### config.mk
export PLATFORM = sky130hd
export DESIGN_NAME = flow_ctrl
export DESIGN_NICKNAME = d
export VERILOG_FILES = /design/src/rtl/fc_pkg.sv /design/src/rtl/fc_hazard_detect.sv /design/src/rtl/flow_ctrl.sv
export SDC_FILE = /design/constraint.sdc
export NUM_CORES = 1
export LEC_CHECK = 0
export CELL_PAD_IN_SITES_DETAIL_PLACEMENT = 2
export CELL_PAD_IN_SITES_GLOBAL_PLACEMENT = 2
export CORE_MARGIN = 4
export CORE_UTILIZATION = 13
export CTS_CLUSTER_SIZE = 30
export DETAILED_ROUTE_END_ITERATION = 8
export HOLD_SLACK_MARGIN = 0.12
export PLACE_DENSITY = 0.95
export SYNTH_ARGS = -nofsm -noshare
export SYNTH_HDL_FRONTEND = slang
export SYNTH_SLANG_ARGS = --single-unit
### constraint.sdc
create_clock -name clk -period 2.8 [get_ports clk]
set_clock_uncertainty 0.2 [all_clocks]
set_input_delay 0.28 -clock clk [delete_from_list [all_inputs] [get_ports clk]]
set_output_delay 0.28 -clock clk [all_outputs]
set_load 0.01 [all_outputs]
### src/rtl/fc_pkg.sv
// Shared types and constants for the pipeline flow controller.
// FSM encoding, register-file widths and the x0 address.
package fc_pkg;

  localparam int REG_ADDR_W = 5;
  localparam int XLEN       = 32;

  localparam logic [REG_ADDR_W-1:0] REG_X0 = 5'd0;

  typedef enum logic {
    FC_IDLE = 1'b0,
    FC_BUSY = 1'b1
  } fc_state_e;

endpackage

### src/rtl/fc_hazard_detect.sv
// Load-use comparator between the ID sources and the EX load destination.
// Purely combinational; x0 never produces a hazard.
module fc_hazard_detect
  import fc_pkg::*;
(
  input  logic [REG_ADDR_W-1:0] rs1_addr,
  input  logic                  rs1_re,
  input  logic [REG_ADDR_W-1:0] rs2_addr,
  input  logic                  rs2_re,
  input  logic [REG_ADDR_W-1:0] rd_addr,
  input  logic                  load_flag,
  output logic                  hazard
);

  logic rs1_hit;
  logic rs2_hit;

  assign rs1_hit = rs1_re && (rs1_addr == rd_addr);
  assign rs2_hit = rs2_re && (rs2_addr == rd_addr);

  assign hazard = load_flag
               && (rd_addr != REG_X0)
               && (rs1_hit || rs2_hit);

endmodule

### src/rtl/flow_ctrl.sv
// Stall/flush generation with a mul/div hold FSM and watchdog.
// Define FC_PERF_CNT_EN to build the stall/flush event counters.
module flow_ctrl
  import fc_pkg::*;
#(
  parameter int MULDIV_TIMEOUT = 64,
  parameter int CNT_W          = 7
) (
  input  logic                  clk,
  input  logic                  rst_n,
  input  logic [REG_ADDR_W-1:0] id_rs1_addr_i,
  input  logic                  id_rs1_re_i,
  input  logic [REG_ADDR_W-1:0] id_rs2_addr_i,
  input  logic                  id_rs2_re_i,
  input  logic [REG_ADDR_W-1:0] ex_rd_addr_i,
  input  logic                  ex_load_flag_i,
  input  logic                  ex_branch_taken_i,
  input  logic                  ex_jump_flag_i,
  input  logic [XLEN-1:0]       ex_target_addr_i,
  input  logic                  ex_muldiv_start_i,
  input  logic                  muldiv_done_i,
  output logic                  fc_stall_flag_o,
  output logic                  fc_flush_btype_flag_o,
  output logic                  fc_flush_jtype_flag_o,
  output logic                  fc_jump_en_o,
  output logic [XLEN-1:0]       fc_jump_addr_o,
  output logic                  fc_muldiv_timeout_o,
  output logic [XLEN-1:0]       fc_stall_cnt_o,
  output logic [XLEN-1:0]       fc_flush_cnt_o
);

  localparam logic [CNT_W-1:0] CNT_LAST =
    CNT_W'(MULDIV_TIMEOUT - 1);

  fc_state_e        state;
  fc_state_e        state_nxt;
  logic [CNT_W-1:0] cnt;
  logic [CNT_W-1:0] cnt_nxt;
  logic             to_q;
  logic             to_set;
  logic             hazard;
  logic             idle;
  logic             flush_b;
  logic             flush_j;
  logic             redirect;
  logic             stall;

  fc_hazard_detect u_hazard (
    .rs1_addr  (id_rs1_addr_i),
    .rs1_re    (id_rs1_re_i),
    .rs2_addr  (id_rs2_addr_i),
    .rs2_re    (id_rs2_re_i),
    .rd_addr   (ex_rd_addr_i),
    .load_flag (ex_load_flag_i),
    .hazard    (hazard)
  );

  // EX is frozen while BUSY, so its redirect is not real yet
  assign idle     = (state == FC_IDLE);
  assign flush_b  = idle && ex_branch_taken_i;
  assign flush_j  = idle && ex_jump_flag_i;
  assign redirect = flush_b || flush_j;

  always_ff @(posedge clk or negedge rst_n) begin
    if (!rst_n) begin
      state <= FC_IDLE;
      cnt   <= '0;
      to_q  <= 1'b0;
    end else begin
      state <= state_nxt;
      cnt   <= cnt_nxt;
      if (to_set) to_q <= 1'b1;
    end
  end

  always_comb begin
    state_nxt = state;
    cnt_nxt   = cnt;
    to_set    = 1'b0;
    stall     = 1'b0;
    unique case (state)
      FC_IDLE: begin
        if (ex_muldiv_start_i && !redirect) begin
          state_nxt = FC_BUSY;
          cnt_nxt   = '0;
          stall     = 1'b1;
        end else begin
          stall = hazard && !redirect;
        end
      end
      FC_BUSY: begin
        if (muldiv_done_i) begin
          state_nxt = FC_IDLE;
          cnt_nxt   = '0;
        end else begin
          stall = 1'b1;
          if (cnt == CNT_LAST) begin
            state_nxt = FC_IDLE;
            cnt_nxt   = '0;
            to_set    = 1'b1;
          end else begin
            cnt_nxt = cnt + CNT_W'(1);
          end
        end
      end
      default: begin
        state_nxt = FC_IDLE;
        cnt_nxt   = '0;
      end
    endcase
  end

  // Outputs are forced low while reset is held
  assign fc_stall_flag_o       = rst_n && stall;
  assign fc_flush_btype_flag_o = rst_n && flush_b;
  assign fc_flush_jtype_flag_o = rst_n && flush_j;
  assign fc_jump_en_o          = rst_n && redirect;
  assign fc_jump_addr_o        = (rst_n && redirect)
                               ? ex_target_addr_i
                               : '0;
  assign fc_muldiv_timeout_o   = to_q;

`ifdef FC_PERF_CNT_EN
  logic [XLEN-1:0] stall_cnt;
  logic [XLEN-1:0] flush_cnt;

  always_ff @(posedge clk or negedge rst_n) begin
    if (!rst_n) begin
      stall_cnt <= '0;
      flush_cnt <= '0;
    end else begin
      if (stall)    stall_cnt <= stall_cnt + 32'd1;
      if (redirect) flush_cnt <= flush_cnt + 32'd1;
    end
  end

  assign fc_stall_cnt_o = stall_cnt;
  assign fc_flush_cnt_o = flush_cnt;
`else
  assign fc_stall_cnt_o = '0;
  assign fc_flush_cnt_o = '0;
`endif

endmodule

==> results of run 1 <==
[final cells by class]
class | count | area [um^2] | area share
clock buffer | 4 | 45.04 | 0.02011
multi-input combinational | 150 | 837.1 | 0.3737
sequential | 9 | 225.2 | 0.1006
tap | 133 | 166.4 | 0.07430
timing repair buffer | 96 | 965.9 | 0.4313
[routing by layer]
| metal | wire length (um) | vias up | share of wire |
|---|---|---|---|
| met1 | 1469 | 596 | 0.31 |
| met4 | 40 | 0 | 0.0085 |
| met5 | 0 | - | 0 |
| li1 | - | 591 | - |
| met2 | 2635 | 87 | 0.56 |
| met3 | 568 | 5 | 0.12 |
[worst max-delay path by stage]
stage	startpoint	end	slack, ns	cells after the start
floorplan	state	fc_jump_addr_o[22]	1.13	3
global placement	ex_rd_addr_i[2]	fc_stall_flag_o	0.14	7
detailed placement	ex_rd_addr_i[2]	fc_stall_flag_o	0.02	7
CTS	ex_rd_addr_i[2]	fc_stall_flag_o	0.02	7
global route	ex_jump_flag_i	fc_jump_addr_o[14]	0.1	7
finish	ex_jump_flag_i	fc_jump_addr_o[16]	0.23	7
[power by group through the flow]
stage | clock, mW | sequential, mW | combinational [mW]
floorplan | 0 | 0.146 | 0.181
global placement | 0 | 0.148 | 0.276
detailed placement | 0 | 0.149 | 0.285
CTS | 0.160 | 0.147 | 0.287
global route | 0.164 | 0.149 | 0.315
finish | 0.158 | 0.147 | 0.286
[critical path, delay by kind of cell]
kind | cells | cell delay (ns)
buf+inv | 4 | 1.37
simple gates | 3 | 0.42
[cell usage after synthesis (all sizes together), types with 2 or more instances]
cell,instances,area [um^2]
and2,32,200.2
dfrtp,9,225.2
a21oi,2,10.01
a21o,2,15.01
xnor2,3,26.28
nor2,2,7.510
clkbuf,3,11.26
nand2,6,22.52
buf,64,480.5
nor2b,2,12.51
o21a,2,15.01
nand3,5,30.03
and3b,2,17.52
o31ai,3,36.28
nor4,2,18.77
a22o,2,17.52
xor2,8,70.07
o21ai,6,30.03
[stage by stage]
step / cell area, um^2 / cells / hold WS [ns] / worst slack [ns]
floorplan: 1548 / 226 / -0.2156 / 1.128
global placement: 2186 / 388 / 0.2528 / 0.1356
detailed placement: 2186 / 388 / 0.2571 / 0.02452
CTS: 2231 / 392 / 0.2024 / 0.01977
global route: 2240 / 392 / 0.2399 / 0.09516
finish: 2240 / 392 / 0.2010 / 0.2325
[registers in the layout (all words and copies together), names as in the netlist]
name	cells
state	1
fc_muldiv_timeout_o	1
cnt	7
[cell families (layout without fill, tap and decap cells)]
logic type	Yosys count	count (layout)	share of synthesized area
simple gates	56	56	0.2662
compound gates	18	18	0.1011
fa+ha+maj	1	1	0.009540
other cells	1	64	0.002860
xor+xnor	11	11	0.07348
flops	9	9	0.1718
buf+inv	67	100	0.3750
[timing repair]
item | CTS | global route
setup endpoints to repair | 0 | 1
gates resized for setup | 0 | 2
buffers inserted | 0 | 0
==> impl_metrics.toml, run 1 <==
[worst_setup_path]
r2r_cells = 6
r2r-end = "cnt[5]"
startpoint_type = "input pin"
required_ns = 2.32
path_cells = "clkdlybuf4s50_1 > nor2_1 > buf_4 > nor3b_2 > buf_12 > and2_1 > clkdlybuf4s50_1"
cp_max_fo = 33
path_common_cell = "clkdlybuf4s50_1"
reg2reg_setup_slack_ns = 1.01
max_stage_delay_ns = 0.55
arrival_ns = 2.09
slowest_stage = "clkdlybuf4s50_1"
crit_type = "in2out"
cp-end-kind = "output pin"
timing.rr.start = "cnt[0]"

[sta]
fin_crit_ns = 2.567
hold_viol = 0
max_freq_ghz = 0.3895
rsz0062_at_grt = "false"
finalSetupTns_ns = 0
post-route-period-util = 0.9170
slew_viol_final = 0
setup_viol = 0

[floorplanning]
start_util = 0.1335
dieWidth_um = 108.4
die_area_um2 = 11760
io_pins = 157
core_um2 = 9819
row_count = 36
die_h_um = 108.4

[finish]
final_cell_mix = "91 x clkdlybuf4s50_1, 64 x conb_1, 32 x and2_1, 9 x dfrtp_1, 8 x xor2_1"
diodes = 0
syn_to_final_growth_pct = 70.80
drive_gt1_frac = 0.05019
fill_cells = 1174
final_core_util = 0.2281
layout_commonest_cell = "clkdlybuf4s50_1"
nNetsFinal = 317

[pwr]
p_seq_frac = 0.249
internal-power_mw = 0.3943
switching_share = 0.3329
power_density_nw_per_um2 = 263.9
total_power_mw = 0.5910
p_clk_frac = 0.267
power_frac_comb = 0.484
vdd_drop_max_mv = 0.1379
p_leak_nw = 0.9706
power.switching_mw = 0.1967

[outcome]
status = "complete, no violations"

[clock_tree]
postCtsHoldBufs = 0
cts.path.max_buffers = 2
cts_tree = "yes"
path_clk_slew_ns = 0.05
cts_buffers = 3
clk_latency_ns = 0.24
root_buffer = "clkbuf_8"
cts.sinks = 9
htree_levels = 1

[place]
dpl.hpwl_um = 4208
io_buffers = 92
routabilityCongestion = 0.7414

[min_path]
hp-class = "in2async"

[global_routing]
use_met3 = 0.02985
grt_max_degree = 34
overflow = 0
grt_busiest_layer = "met2"
grt_usage = 0.07375
grt_use_met2 = 0.1434
antenna_found_initial = 0
grt.met1_usage = 0.07122
first_global_vias = 1351
grt_pass1_wl_um = 6817

[flow_run]
drv_cap = 0

[logic_synthesis]
synth.avg_cell_area_um2 = 8.045
synth_warnings = 0
async_reset_ff_frac = 1.000
syn_area_um2 = 1311
synth-seq-area-share = 0.1718
ys_ff_latch = 9
synth_edf_count = 0
synth_cell_types = 30
synthFlopType = "dfrtp_1"
syn_inst = 163

[route]
drtAntennaViolNets = 0
vias_per_cell = 3.263
wl_per_cell_um = 12.02
routed_wl_um = 4713
first_iter_violations = 12
vias = 1279
remaining_drc_errors = 0
dr.pass1.iters = 2
Note: power is estimated with default switching activity, not from simulation.
==> run 2: changes to the inputs <==
--- a/config.mk
+++ b/config.mk
@@ -5,6 +5,7 @@
 export SDC_FILE = /design/constraint.sdc
 export NUM_CORES = 1
 export LEC_CHECK = 0
+export CAP_MARGIN = 20
 export CELL_PAD_IN_SITES_DETAIL_PLACEMENT = 2
 export CELL_PAD_IN_SITES_GLOBAL_PLACEMENT = 2
 export CORE_MARGIN = 4
@@ -12,7 +13,8 @@
 export CTS_CLUSTER_SIZE = 30
 export DETAILED_ROUTE_END_ITERATION = 8
 export HOLD_SLACK_MARGIN = 0.12
-export PLACE_DENSITY = 0.95
+export PLACE_DENSITY = 0.83
+export RECOVER_POWER = 25
 export SYNTH_ARGS = -nofsm -noshare
 export SYNTH_HDL_FRONTEND = slang
 export SYNTH_SLANG_ARGS = --single-unit
==> run 2 against run 1 <==
Compared with the run above:
- first-iteration DRC count is 25% higher
- clock power hardly changed
- sequential share of layout area about the same
- flip-flop and latch count is the same
- sequential power hardly changed
- combinational power about the same
- cell area shrank 0.39%
- die area did not move
- largest cell class unchanged
- register-to-register slack got worse by 0.09 ns
==> impl_metrics.toml, run 2 (synthesis gave the netlist of run 1 again) <==
[finish]
diodes = 0
final_core_util = 0.2272
nNetsFinal = 317
final_cells = 392
fill_cells = 1192
largest_reg_flops = 7
multi_input_area_um2 = 832.0
largest-register = "cnt"
syn_to_final_growth_pct = 70.13
final_cell_mix = "89 x clkdlybuf4s50_1, 64 x conb_1, 32 x and2_1, 9 x dfrtp_1, 8 x xor2_1"
drive_gt1_frac = 0.04247
layout_commonest_cell = "clkdlybuf4s50_1"
design_area_um2 = 2231
seq_area_um2 = 225.2

[clock_tree]
cts.sinks = 9
root_buffer = "clkbuf_8"
cts.path.max_buffers = 2
path_clk_slew_ns = 0.05
cts_setup_buffers = 0
clk_latency_ns = 0.24
cts_tree = "yes"
cts_resized = 0
htree_levels = 1
postCtsHoldBufs = 0
cts_buffers = 3

[pwr]
p_leak_nw = 0.9705
power_density_nw_per_um2 = 264.2
total_power_mw = 0.5894
vdd_drop_max_mv = 0.1064

[floorplanning]
die_area_um2 = 11760
dieWidth_um = 108.4
start_util = 0.1335
die_h_um = 108.4
io_pins = 157
row_count = 36
core_um2 = 9819

[worst_setup_path]
r2r_cells = 6
arrival_ns = 2.14
timing.rr.start = "cnt[0]"
cp_max_fo = 33
required_ns = 2.32
cp-end-kind = "output pin"
startpoint_type = "input pin"
r2r-end = "cnt[3]"
reg2reg_setup_slack_ns = 0.92
crit_type = "in2out"

[sta]
setup_viol = 0
whs_ns = 0.2674
fin_ws_ns = 0.1842
hold_viol = 0
rsz0062_at_grt = "false"
post-route-period-util = 0.9342
slew_viol_final = 0
fin_crit_ns = 2.616
max_freq_ghz = 0.3823
finalSetupTns_ns = 0

[route]
routed_wl_um = 4709
wl_per_cell_um = 12.01
first_iter_violations = 15
remaining_drc_errors = 0
vias_per_cell = 3.258
vias = 1277
drtAntennaViolNets = 0
dr.pass1.iters = 3

[global_routing]
grt_pass1_wl_um = 7017
antenna_found_initial = 0
grt_usage = 0.07413
first_global_vias = 1428
grt_max_degree = 34
overflow = 0

[min_path]
hp-class = "reg2reg"
hold_end = "fc_muldiv_timeout_o"
whs_path_depth = 1
hp-start = "fc_muldiv_timeout_o"

[flow_run]
drv_cap = 0

[place]
placed_area_um2 = 2186
routabilityCongestion = 0.6768
dpl_worst_slack_ns = 0.001306
dp.cells = 388
io_buffers = 92
dpl.hpwl_um = 4212

[outcome]
status = "complete, no violations"
## run 2: changes by cell type in the layout (fill, tap and decap cells not counted)
cell,change
dlygate4sd3_1,+2
nand3_1,+1
nand3_2,-1
clkbuf_1,+1
clkdlybuf4s50_1,-2
buf_4,-1
## run 2: final cells by class
class	count	area share
Tap cell	133	0.07459
Timing Repair Buffer	96	0.4313
Multi-Input combinational cell	150	0.3730
Sequential cell	9	0.1010
Clock buffer	4	0.02019
## run 2: worst max path at each step
stage / start / end / slack [ns] / depth (start not counted)
floorplan: state / fc_jump_addr_o[22] / 1.13 / 3
global placement: ex_rd_addr_i[2] / fc_stall_flag_o / 0.12 / 7
detailed placement: ex_rd_addr_i[2] / fc_stall_flag_o / 0.001 / 7
CTS: ex_rd_addr_i[2] / fc_stall_flag_o / 0.005 / 7
global route: ex_branch_taken_i / fc_jump_addr_o[16] / 0.05 / 7
finish: ex_jump_flag_i / fc_jump_addr_o[3] / 0.18 / 7
## run 2: power breakdown
| part | internal, mW | switching, mW | total, mW |
|---|---|---|---|
| Clock | 0.0997 | 0.0572 | 0.157 |
| Combinational | 0.156 | 0.129 | 0.285 |
| Sequential | 0.137 | 0.00987 | 0.147 |
| Total | 0.393 | 0.196 | 0.589 |
## run 2: metal layers
metal	wire (um)	global-route usage	vias to the layer above
li1	-	-	591
met1	1434	0.07089	594
met2	2666	0.1505	88
met3	579	0.02627	4
met4	28	0.01353	0
met5	0	0	-
## run 2: worst max-delay path, stage by stage
cell and delay [ns]:
clkdlybuf4s50_1 0.48, nor2_1 0.05, clkbuf_1 0.17, nor3b_2 0.26, buf_12 0.19, and2_1 0.16, clkdlybuf4s50_1 0.54
==> run 3: changes to the inputs <==
--- a/config.mk
+++ b/config.mk
@@ -6,15 +6,16 @@
 export NUM_CORES = 1
 export LEC_CHECK = 0
 export CAP_MARGIN = 20
-export CELL_PAD_IN_SITES_DETAIL_PLACEMENT = 2
-export CELL_PAD_IN_SITES_GLOBAL_PLACEMENT = 2
+export CELL_PAD_IN_SITES_DETAIL_PLACEMENT = 0
+export CELL_PAD_IN_SITES_GLOBAL_PLACEMENT = 1
 export CORE_MARGIN = 4
-export CORE_UTILIZATION = 13
+export CORE_UTILIZATION = 18
 export CTS_CLUSTER_SIZE = 30
 export DETAILED_ROUTE_END_ITERATION = 8
 export HOLD_SLACK_MARGIN = 0.12
 export PLACE_DENSITY = 0.83
 export RECOVER_POWER = 25
+export REMOVE_ABC_BUFFERS = 1
 export SYNTH_ARGS = -nofsm -noshare
 export SYNTH_HDL_FRONTEND = slang
 export SYNTH_SLANG_ARGS = --single-unit
==> run 3 against run 2 <==
Compared with the run above:
- combinational power is 2% lower
- maximum frequency is 0.11% higher
- highest routed layer unchanged
- register-to-register slack improved by 0.06 ns
- flip-flop and latch count unchanged
- power fell by 1.3%
- via count fell by 5.5%
- worst hold slack lost 0.011 ns
==> impl_metrics.toml, run 3 (synthesis gave the netlist of run 1 again) <==
[floorplanning]
dieWidth_um = 93.35
die_area_um2 = 8714
row_count = 30
core_um2 = 6944
die_h_um = 93.35
start_util = 0.1888
io_pins = 157

[clock_tree]
root_buffer = "clkbuf_8"
cts_setup_buffers = 0
cts.sinks = 9
cts.path.max_buffers = 2
cts_buffers = 3
cts_tree = "yes"
postCtsHoldBufs = 0
htree_levels = 1
path_clk_slew_ns = 0.05
clk_latency_ns = 0.24

[pwr]
p_leak_nw = 0.9711
internal-power_mw = 0.3927
power_frac_comb = 0.480
switching_share = 0.3252
vdd_drop_max_mv = 0.09039
power_density_nw_per_um2 = 266.4
p_clk_frac = 0.268
p_seq_frac = 0.252
power.switching_mw = 0.1892

[min_path]
hp-start = "fc_muldiv_timeout_o"
hp-class = "reg2reg"

[finish]
layout_commonest_cell = "clkdlybuf4s50_1"
nNetsFinal = 317
final_core_util = 0.3146
largest_reg_flops = 7
largest-register = "cnt"
seq_area_um2 = 225.2
fill_cells = 742
diodes = 0
drive_gt1_frac = 0.04247
multi_input_area_um2 = 832.0
syn_to_final_growth_pct = 66.60
final_cell_mix = "88 x clkdlybuf4s50_1, 64 x conb_1, 32 x and2_1, 9 x dfrtp_1, 8 x xor2_1"

[sta]
setup_viol = 0
slew_viol_final = 0
rsz0062_at_grt = "false"
worst_pin_slew_ns = 0.6001
max_freq_ghz = 0.3827
finalSetupTns_ns = 0
hold_viol = 0
max-slew-margin-rel = 0.5999
post-route-period-util = 0.9332
whs_ns = 0.2559
fin_crit_ns = 2.613

[worst_setup_path]
startpoint_type = "input pin"
cp_max_fo = 33
required_ns = 2.32
cp-end-kind = "output pin"
setup.worst_path.start = "ex_jump_flag_i"
timing.rr.start = "cnt[0]"
crit_type = "in2out"
slowest_stage = "clkdlybuf4s50_1"
max_stage_delay_ns = 0.56
arrival_ns = 2.13
path_cells = "dlygate4sd3_1 > nor2_1 > buf_4 > nor3b_2 > buf_12 > and2_1 > clkdlybuf4s50_1"

[route]
routed_wl_um = 3832
wl_per_cell_um = 10.79
vias = 1207
dr.pass1.iters = 2
remaining_drc_errors = 0
vias_per_cell = 3.400
drtAntennaViolNets = 0
first_iter_violations = 14

[place]
dpl.hpwl_um = 3263
io_buffers = 92
routabilityCongestion = 0.6537

[global_routing]
grt_max_degree = 34
grt_usage = 0.07744
overflow = 0
first_global_vias = 1125
antenna_found_initial = 0
grt_pass1_wl_um = 5485

[flow_run]
drv_cap = 0

[outcome]
status = "complete, no violations"
==> run 3: cell count changes in the layout (fill, tap and decap cells not counted) <==
cell	delta
dlygate4sd3_1	+1
clkdlybuf4s50_1	-1
==> run 3: worst max-delay path, delay by kind of cell <==
kind | cells | cell delay, ns
buf+inv | 4 | 1.44
simple gates | 3 | 0.42
==> run 3: layer usage <==
layer  wire [um]  vias up  track usage  share of wire
li1            -      593            -              -
met1        1445      540      0.08901           0.38
met2        1978       69       0.1382           0.52
met3         348        5      0.01529          0.091
met4          60        0      0.03297          0.016
met5           0        -            0              0
==> run 3: power groups by stage <==
stage               clock network, mW  registers [mW]  logic (mW)
floorplan                           0           0.146       0.112
global placement                    0           0.148       0.278
detailed placement                  0           0.149       0.279
CTS                             0.159           0.147       0.281
global route                    0.165           0.148       0.303
finish                          0.156           0.147       0.279
==> run 3: layout make-up <==
class	instances	area share
Tap cell	96	0.05498
Timing Repair Buffer	96	0.4404
Clock buffer	4	0.02062
Sequential cell	9	0.1031
Multi-Input combinational cell	150	0.3809
==> run 3: worst paths after layout <==
path,endpoint,slack [ns],cells past startpoint
worst min-delay path,fc_muldiv_timeout_o,0.26,1
worst min register to register,fc_muldiv_timeout_o,0.26,1
min in group asynchronous,cnt[0],0.38,2
worst max-delay path,fc_jump_addr_o[13],0.19,7
worst max register to register,cnt[5],0.98,6
max in group asynchronous,state,1.63,2
==> run 3: what timing repair did <==
| action | CTS | global route |
|---|---|---|
| endpoints found under the setup margin | 0 | 1 |
| gates resized for setup | 0 | 2 |
| hold endpoints to repair | 0 | 0 |
==> run 3: stage by stage <==
| step | setup WS, ns | power [mW] | instance area, um^2 | cells |
|---|---|---|---|---|
| floorplan | 0.8169 | 0.2581 | 1056 | 159 |
| global placement | 0.05536 | 0.4262 | 2140 | 351 |
| detailed placement | 0.01562 | 0.4275 | 2140 | 351 |
| CTS | 0.003770 | 0.5868 | 2185 | 355 |
| global route | 0.08412 | 0.6164 | 2185 | 355 |
| finish | 0.1869 | 0.5819 | 2185 | 355 |
